==> config.mk <==
export PLATFORM = sky130hd
export DESIGN_NAME = apb_reg_master
export DESIGN_NICKNAME = d
export VERILOG_FILES = /design/src/rtl/mcdf_apb_pkg.sv /design/src/rtl/apb_reg_master.sv
export SDC_FILE = /design/constraint.sdc
export NUM_CORES = 1
export LEC_CHECK = 0
export BUFFER_PORTS_ARGS = -buffer_cell sky130_fd_sc_hd__buf_2
export CAP_MARGIN = 10
export CELL_PAD_IN_SITES_DETAIL_PLACEMENT = 0
export CELL_PAD_IN_SITES_GLOBAL_PLACEMENT = 2
export CORE_UTILIZATION = 29
export CTS_BUF_LIST = sky130_fd_sc_hd__clkbuf_8 sky130_fd_sc_hd__clkbuf_16
export DETAILED_ROUTE_END_ITERATION = 10
export GPL_TIMING_DRIVEN = 0
export PLACE_DENSITY_LB_ADDON = 0.1
export SYNTH_ARGS = -nofsm -noshare
export SYNTH_HDL_FRONTEND = slang
export SYNTH_SLANG_ARGS = --single-unit
export TNS_END_PERCENT = 5
==> constraint.sdc <==
create_clock -name clk_i -period 2.2 [get_ports clk_i]
set_input_delay 0.66 -clock clk_i [delete_from_list [all_inputs] [get_ports clk_i]]
set_output_delay 0.66 -clock clk_i [all_outputs]
set_load 0.1 [all_outputs]
==> src/rtl/mcdf_apb_pkg.sv <==
// Shared definitions for the MCDF APB register requester: state encoding,
// register map and reset values of the slave's register file.
package mcdf_apb_pkg;

    typedef enum logic [1:0] {
        IDLE  = 2'b00,
        SETUP = 2'b01,
        ACC   = 2'b10,
        RESP  = 2'b11
    } apb_state_e;

    localparam logic [7:0] SLV_EN      = 8'h00;
    localparam logic [7:0] ERR_CLR     = 8'h04;
    localparam logic [7:0] SLV_ID      = 8'h08;
    localparam logic [7:0] SLV_LEN     = 8'h0C;
    localparam logic [7:0] FREE_SLOT0  = 8'h80;
    localparam logic [7:0] FREE_SLOT1  = 8'h84;
    localparam logic [7:0] FREE_SLOT2  = 8'h88;
    localparam logic [7:0] FREE_SLOT3  = 8'h8C;
    localparam logic [7:0] PARITY_ERR0 = 8'h90;
    localparam logic [7:0] PARITY_ERR1 = 8'h94;
    localparam logic [7:0] PARITY_ERR2 = 8'h98;
    localparam logic [7:0] PARITY_ERR3 = 8'h9C;

    localparam logic [31:0] SLV_ID_RST = 32'h03020100;

endpackage

==> src/rtl/apb_reg_master.sv <==
// APB requester: turns one command into one SETUP+ACCESS transfer and returns
// read data / error status, with a bounded wait on pready.
//
// state | meaning
// IDLE  | ready for a command; psel low
// SETUP | APB setup phase, one cycle
// ACC   | APB access phase, waits on pready or the timeout
// RESP  | response held until consumed; psel low (forms the inter-transfer gap)
module apb_reg_master
    import mcdf_apb_pkg::*;
#(
    parameter int ADDR_W      = 8,
    parameter int DATA_W      = 32,
    parameter int TIMEOUT_CYC = 16,
    parameter int CNT_W       = 8
) (
    input  logic              clk_i,
    input  logic              rst_n_i,
    input  logic              cmd_valid_i,
    output logic              cmd_ready_o,
    input  logic              cmd_wr_i,
    input  logic [ADDR_W-1:0] cmd_addr_i,
    input  logic [DATA_W-1:0] cmd_wdata_i,
    output logic              rsp_valid_o,
    input  logic              rsp_ready_i,
    output logic [DATA_W-1:0] rsp_rdata_o,
    output logic              rsp_err_o,
    output logic              rsp_timeout_o,
    output logic [ADDR_W-1:0] paddr_o,
    output logic              pwr_o,
    output logic              psel_o,
    output logic              pen_o,
    output logic [DATA_W-1:0] pwdata_o,
    input  logic [DATA_W-1:0] prdata_i,
    input  logic              pready_i,
    input  logic              pslverr_i
);

    localparam bit TO_EN = (TIMEOUT_CYC != 0);
    localparam logic [CNT_W-1:0] TO_LAST = CNT_W'((TIMEOUT_CYC > 0) ? TIMEOUT_CYC - 1 : 0);

    apb_state_e       state_q;
    apb_state_e       state_d;
    logic [CNT_W-1:0] cnt_q;
    logic             accept;
    logic             to_hit;

    assign accept = (state_q == IDLE) && cmd_valid_i;

    always_ff @(posedge clk_i or negedge rst_n_i) begin
        if (!rst_n_i) begin
            state_q <= IDLE;
        end else begin
            state_q <= state_d;
        end
    end

    // pready is checked before the timeout so a late ready still completes normally
    always_comb begin
        state_d = state_q;
        to_hit  = 1'b0;
        case (state_q)
            IDLE:  if (cmd_valid_i) state_d = SETUP;
            SETUP: state_d = ACC;
            ACC: begin
                if (pready_i) begin
                    state_d = RESP;
                end else if (TO_EN && (cnt_q == TO_LAST)) begin
                    to_hit  = 1'b1;
                    state_d = RESP;
                end
            end
            RESP:  if (rsp_ready_i) state_d = IDLE;
            default: state_d = IDLE;
        endcase
    end

    always_ff @(posedge clk_i or negedge rst_n_i) begin
        if (!rst_n_i) begin
            paddr_o       <= '0;
            pwr_o         <= 1'b0;
            pwdata_o      <= '0;
            cnt_q         <= '0;
            rsp_rdata_o   <= '0;
            rsp_err_o     <= 1'b0;
            rsp_timeout_o <= 1'b0;
        end else begin
            if (accept) begin
                paddr_o  <= cmd_addr_i;
                pwr_o    <= cmd_wr_i;
                pwdata_o <= cmd_wdata_i;
                cnt_q    <= '0;
            end else if ((state_q == ACC) && !pready_i) begin
                cnt_q <= cnt_q + 1'b1;
            end

            if (state_q == ACC) begin
                if (pready_i) begin
                    rsp_rdata_o   <= (pwr_o || pslverr_i) ? '0 : prdata_i;
                    rsp_err_o     <= pslverr_i;
                    rsp_timeout_o <= 1'b0;
                end else if (to_hit) begin
                    rsp_rdata_o   <= '0;
                    rsp_err_o     <= 1'b1;
                    rsp_timeout_o <= 1'b1;
                end
            end
        end
    end

    assign cmd_ready_o = (state_q == IDLE);
    assign psel_o      = (state_q == SETUP) || (state_q == ACC);
    assign pen_o       = (state_q == ACC);
    assign rsp_valid_o = (state_q == RESP);

endmodule

==> metrics.csv, run 1 <==
stage;metric;value;unit
status;outcome;finished, final reports clean;
sta;FMAX;478.2;MHz
worst_setup_path;WP depth;3;
routing;vias;2406;
floorplanning;Boundary Pins;158;
final_layout;ANT cells;0;
sta;# setup viols final;0;
clocking;clock sinks;85;
worst_setup_path;WS Path Type;reg2out;
synth;Synth Area per Inst;14.84;um^2
sta;relative max-transition margin;66.74;%
sta;period utilisation layout;95.06;%
placed_design;setup slack at placement;0.01479;ns
worst_setup_path;Crit. End Element;output pin;
synth;share of the synthesized area in the top cell type;64.01;%
global_route;pin count of the biggest net entering global routing;51;
sta;Worst-Margin Slew;0.4988;ns
final_layout;fillers;1072;
floorplanning;Starting Density;30.26;%
routing;post-route ant nets;0;
global_route;antenna violations before repair;0;
sta;RSZ-0062 raised after global routing;yes;
clocking;TritonCTS buffer count;9;
hold_path;Hold Path Class;in2async;
synth;most frequent cells after synthesis;85 x dfrtp_1, 41 x mux2_2, 32 x a22o_1, 7 x buf_2, 7 x nor2_1;
worst_setup_path;Slowest cell on crit path;dfrtp_1;
worst_setup_path;register-to-register setup slack;0.23;ns
worst_setup_path;Buf/Inv on CP;2;
synth;synthesized area;3323;um^2
global_route;vias in the first global route;2375;
clocking;CTS tree;yes;
worst_setup_path;crit path cell chain;inv_1 -> ha_2 -> buf_6;
synth;Synth cell types;32;
global_route;GRT Util Overall;13.68;%
run;max_cap viols;0;
synth;Yosys warning total;0;
synth;Top FF cell, synth;dfrtp_1;
routing;Post-route DRC;0;
worst_setup_path;CP Max Fanout;9;
routing;vias per cell;4.480;
worst_setup_path;delay-heaviest family, CP;flip-flops;
floorplanning;Die ar.;11890;um^2
sta;setup ws final;0.1086;ns
clocking;worst skew pair latency;0.33;ns
worst_setup_path;arrival time worst endpoint;1.43;ns
synth;largest area contributor in the synthesized netlist;dfrtp_1;
floorplanning;# rows;38;
placed_design;port buffer count;157;
synth;post-synthesis register bit count;85;
worst_setup_path;origin of the critical flop-to-flop path;state_q[0];
sta;worst-case clock skew;0.005613;ns
worst_setup_path;data required time of the worst path;1.54;ns
routing;1st-iter DRT viols;80;
sta;Final Max Tran Viols;0;
clocking;hold buffers post-CTS;0;
global_route;first-pass GRT wire length;12260;um
final_layout;Final nets;476;
final_layout;layout cells sized above 1;58.44;%
worst_setup_path;critical path's largest stage delay;0.40;ns
synth;Cells after Synth;224;
floorplanning;core area;10980;um^2
routing;per-cell routed wire length;14.45;um
final_layout;Final Util;42.48;%
clocking;CTS Root Cell;clkbuf_16;
worst_setup_path;Worst Reg-to-Reg Cells;6;
sta;Hold WS;0.2898;ns
global_route;GR Overflow Total;0;
final_layout;area delta synth->final;40.40;%
floorplanning;Die X;109.0;um
sta;TNS Setup;0;ns
worst_setup_path;Startpoint Class;flop;
floorplanning;die height;109.0;um
placed_design;dpl hpwl;5667;um
routing;first-pass detailed-route iteration total;4;
worst_setup_path;crit path launch;state_q[0];
placed_design;GPL Wtd Cong;0.6787;
routing;Total Routed Length;7757;um
synth;most common cell in the netlist;dfrtp_1;
synth;Post-synth ARST share;100.0;%
synth;sequential area share after synthesis;64.01;%
synth;largest cells by area after synthesis;dfrtp_1 64%, mux2_2 14%, a22o_1 8.4%, ha_1 1.9%, buf_6 1.4%;
sta;Hold Vio Cnt, Final;0;
sta;Period minus WS final;2.091;ns
clocking;H-tree depth;3;
clocking;Worst-path clk slew;0.06;ns
clocking;setup bufs post-CTS;0;
synth;Net Count, Synth;308;
clocking;Clock Path Buffers;2;
synth;number of enable flip-flop cells after synthesis;0;
==> final timing paths <==
kind | end
setup / recovery | pen_o
hold / removal | paddr_o[4]
min in group clk_i | rsp_rdata_o[15]
max in group asynchronous | rsp_err_o
setup reg to reg | paddr_o[6]
hold reg to reg | rsp_rdata_o[15]
==> cell usage in the layout, fill, tap and decap left out, types with 2 or more instances in the layout <==
master and count:
a22o_1 32, dfrtp_1 85, buf_2 159, ha_2 2, buf_4 2, nand2_1 6
clkbuf_1 2, ha_1 3, clkbuf_16 9, bufinv_16 3, xor2_1 3, xnor2_1 3
inv_1 6, a21oi_1 4, nor2_1 7, mux2_2 41, and3_1 2, buf_6 5
==> state kept, by name (all words and copies together), names as in the netlist <==
signal	flops
cnt_q	8
rsp_timeout_o	1
state_q	2
pwr_o	1
rsp_rdata_o	32
rsp_err_o	1
pwdata_o	32
paddr_o	8
==> metrics by stage <==
step / cells / instance area (um^2)
after detailed placement: 522 / 4319
final: 537 / 4666
after global routing: 537 / 4666
after CTS: 538 / 4664
after floorplan: 224 / 3328
after global placement: 521 / 4289
==> layer usage <==
layer  vias up  GRT usage, %  part of all wire [%]
met5         -             0                     0
met1      1147         18.88                    47
met2       106         19.18                    42
met4         0         5.502                   1.4
li1       1144             -                     -
met3         9         5.081                    10
==> worst reg2reg max path, stage by stage (launching register included) <==
cell,delay (ns)
dfrtp_1,0.40
inv_1,0.12
ha_2,0.21
and2_1,0.16
clkbuf_1,0.19
buf_2,0.40
mux2_2,0.39
==> layout make-up <==
| cell class | instances | area (um^2) | share of cell area, % |
|---|---|---|---|
| Timing Repair Buffer | 158 | 827.0 | 17.73 |
| Sequential cell | 85 | 2127 | 45.59 |
| Inverter | 5 | 18.77 | 0.4023 |
| Tap cell | 140 | 175.2 | 3.754 |
| Clock buffer | 9 | 225.2 | 4.827 |
| Multi-Input combinational cell | 121 | 1095 | 23.46 |
| Clock inverter | 7 | 115.1 | 2.467 |
| Buffer | 12 | 82.58 | 1.770 |
==> repair_timing <==
| item | CTS | global route |
|---|---|---|
| setup endpoints to repair | 2 | 4 |
| gates resized for setup | 2 | 2 |
| cloned | 0 | 0 |
==> kinds of logic after synthesis <==
group | share of synthesized area [%]
multiplexers | 14.23
XOR/XNOR | 1.582
flip-flops | 64.01
AO/OA/AOI/OAI | 10.73
buffers and inverters | 3.200
adder cells (fa/ha/maj) | 1.883
AND/OR/NAND/NOR | 4.368
Power of run 1 is left out: the tool's default activity adds up to more than one toggle a clock period on the data nets, which glitch-free logic cannot reach.
==> inputs of run 2 (changes only) <==
--- a/config.mk
+++ b/config.mk
@@ -9,8 +9,8 @@
 export CAP_MARGIN = 10
 export CELL_PAD_IN_SITES_DETAIL_PLACEMENT = 0
 export CELL_PAD_IN_SITES_GLOBAL_PLACEMENT = 2
-export CORE_UTILIZATION = 29
-export CTS_BUF_LIST = sky130_fd_sc_hd__clkbuf_8 sky130_fd_sc_hd__clkbuf_16
+export CORE_UTILIZATION = 30
+export CTS_BUF_LIST = sky130_fd_sc_hd__clkbuf_8
 export DETAILED_ROUTE_END_ITERATION = 10
 export GPL_TIMING_DRIVEN = 0
 export PLACE_DENSITY_LB_ADDON = 0.1
==> run 2 against run 1 <==
Final cell count did not move. First-iteration DRC count fell by 21%. Non-clock buffer count rose by 1. Worst hold slack improved by 0.0073 ns. Flip-flop and latch count did not move. Global-route usage rose by 0.19 points. Highest routed layer unchanged.
==> metrics.csv, run 2 (same netlist as run 1, synthesis figures left out) <==
stage;metric;value;unit
worst_setup_path;reg2reg end;paddr_o[6];
clocking;Worst-path clk slew;0.08;ns
final_layout;leading cell type in the layout, fill and taps excluded;buf_2;
worst_setup_path;Startpoint Class;flop;
worst_setup_path;WP depth;3;
final_layout;design area;4492;um^2
routing;Post-route DRC;0;
clocking;TritonCTS buffer count;9;
sta;FMAX;475.7;MHz
final_layout;fillers;1072;
floorplanning;Die ar.;11500;um^2
worst_setup_path;critical path's largest stage delay;0.40;ns
placed_design;GPL Wtd Cong;0.6799;
worst_setup_path;delay-heaviest family, CP;flip-flops;
clocking;H-tree depth;3;
floorplanning;Die X;107.3;um
routing;per-cell routed wire length;14.03;um
routing;post-route ant nets;0;
global_route;antenna violations before repair;0;
worst_setup_path;CP Max Fanout;9;
final_layout;Final nets;477;
final_layout;layout cells sized above 1;58.44;%
sta;Final Max Tran Viols;0;
final_layout;final std cells w/o fill;537;
placed_design;port buffer count;157;
routing;vias per cell;4.495;
worst_setup_path;Crit. End Element;output pin;
final_layout;Register Area;2127;um^2
floorplanning;Boundary Pins;158;
global_route;vias in the first global route;2359;
placed_design;dpl cell area;4319;um^2
sta;RSZ-0062 raised after global routing;yes;
final_layout;top flop regs;pwdata_o: 32 flops, rsp_rdata_o: 32 flops;
placed_design;placed insts;522;
clocking;CTS Root Cell;clkbuf_8;
final_layout;Final Util;41.62;%
sta;period utilisation layout;95.56;%
routing;vias;2414;
sta;# setup viols final;0;
worst_setup_path;WS Path Type;reg2out;
global_route;GR Overflow Total;0;
floorplanning;# rows;38;
final_layout;area delta synth->final;35.17;%
hold_path;Hold Path Class;in2async;
worst_setup_path;data required time of the worst path;1.54;ns
final_layout;multi-input logic area;1095;um^2
worst_setup_path;register-to-register setup slack;0.21;ns
run;max_cap viols;0;
clocking;clock sinks;85;
worst_setup_path;Buf/Inv on CP;2;
sta;Worst-Margin Slew;0.5553;ns
floorplanning;core area;10790;um^2
sta;Hold Vio Cnt, Final;0;
routing;first-pass detailed-route iteration total;4;
floorplanning;Starting Density;30.79;%
routing;1st-iter DRT viols;63;
clocking;worst skew pair latency;0.35;ns
final_layout;commonest cells after routing, fill and taps aside;158 x buf_2, 85 x dfrtp_1, 41 x mux2_2;
sta;relative max-transition margin;62.98;%
worst_setup_path;Slowest cell on crit path;dfrtp_1;
placed_design;dpl hpwl;5468;um
status;outcome;finished, final reports clean;
global_route;GRT Util Overall;13.87;%
final_layout;ANT cells;0;
worst_setup_path;crit path cell chain;inv_1 -> ha_2 -> buf_6;
routing;Total Routed Length;7532;um
sta;worst-case clock skew;0.01084;ns
worst_setup_path;arrival time worst endpoint;1.44;ns
global_route;first-pass GRT wire length;12190;um
global_route;pin count of the biggest net entering global routing;47;
floorplanning;die height;107.3;um
sta;TNS Setup;0;ns
clocking;Clock Path Buffers;2;
sta;Period minus WS final;2.102;ns
worst_setup_path;Worst Reg-to-Reg Cells;7;
worst_setup_path;origin of the critical flop-to-flop path;state_q[0];
clocking;CTS tree;yes;
## run 2: timing repair
action	in CTS	in global routing
buffers inserted	0	0
hold buffers	0	0
endpoints found under the setup margin	2	4
resized for setup	3	3
hold endpoints to repair	0	0
## run 2: worst max path at each step
stage | start | endpoint | slack, ns
detailed placement | cmd_valid_i | paddr_o[6] | 0.05
CTS | state_q[0] | cmd_ready_o | 0.01
global placement | rst_n_i | rsp_rdata_o[18] | -0.34
finish | state_q[0] | pen_o | 0.1
floorplan | state_q[0] | paddr_o[5] | 0.0009
global route | state_q[0] | pen_o | -0.008
## run 2: area by class of cell
cell class / count / share of cell area (%)
inverter: 5 / 0.4178
sequential: 85 / 47.35
timing repair buffer: 158 / 18.41
clock buffer: 9 / 2.758
clock inverter: 6 / 0.7242
buffer: 13 / 2.061
multi-input combinational: 121 / 24.37
tap: 140 / 3.900
## run 2: metal layers
| layer | global-route usage [%] | vias up | part of all wire (%) |
|---|---|---|---|
| met2 | 20.18 | 100 | 43 |
| met3 | 4.964 | 6 | 9.2 |
| met5 | 0 | - | 0 |
| met1 | 18.69 | 1163 | 47 |
| li1 | - | 1145 | - |
| met4 | 5.577 | 0 | 0.86 |
## run 2: stage by stage
| stage | setup slack [ns] | hold slack (ns) |
|---|---|---|
| 2_1_floorplan | 0.0009035 | 0.3644 |
| 3_3_place_gp | -0.3409 | 0.4766 |
| 3_5_place_dp | 0.04572 | 0.4767 |
| 4_1_cts | 0.01141 | 0.2985 |
| 5_1_grt | -0.008251 | 0.3129 |
| 6_report | 0.09768 | 0.2972 |
Power of run 2 is left out for the same reason.
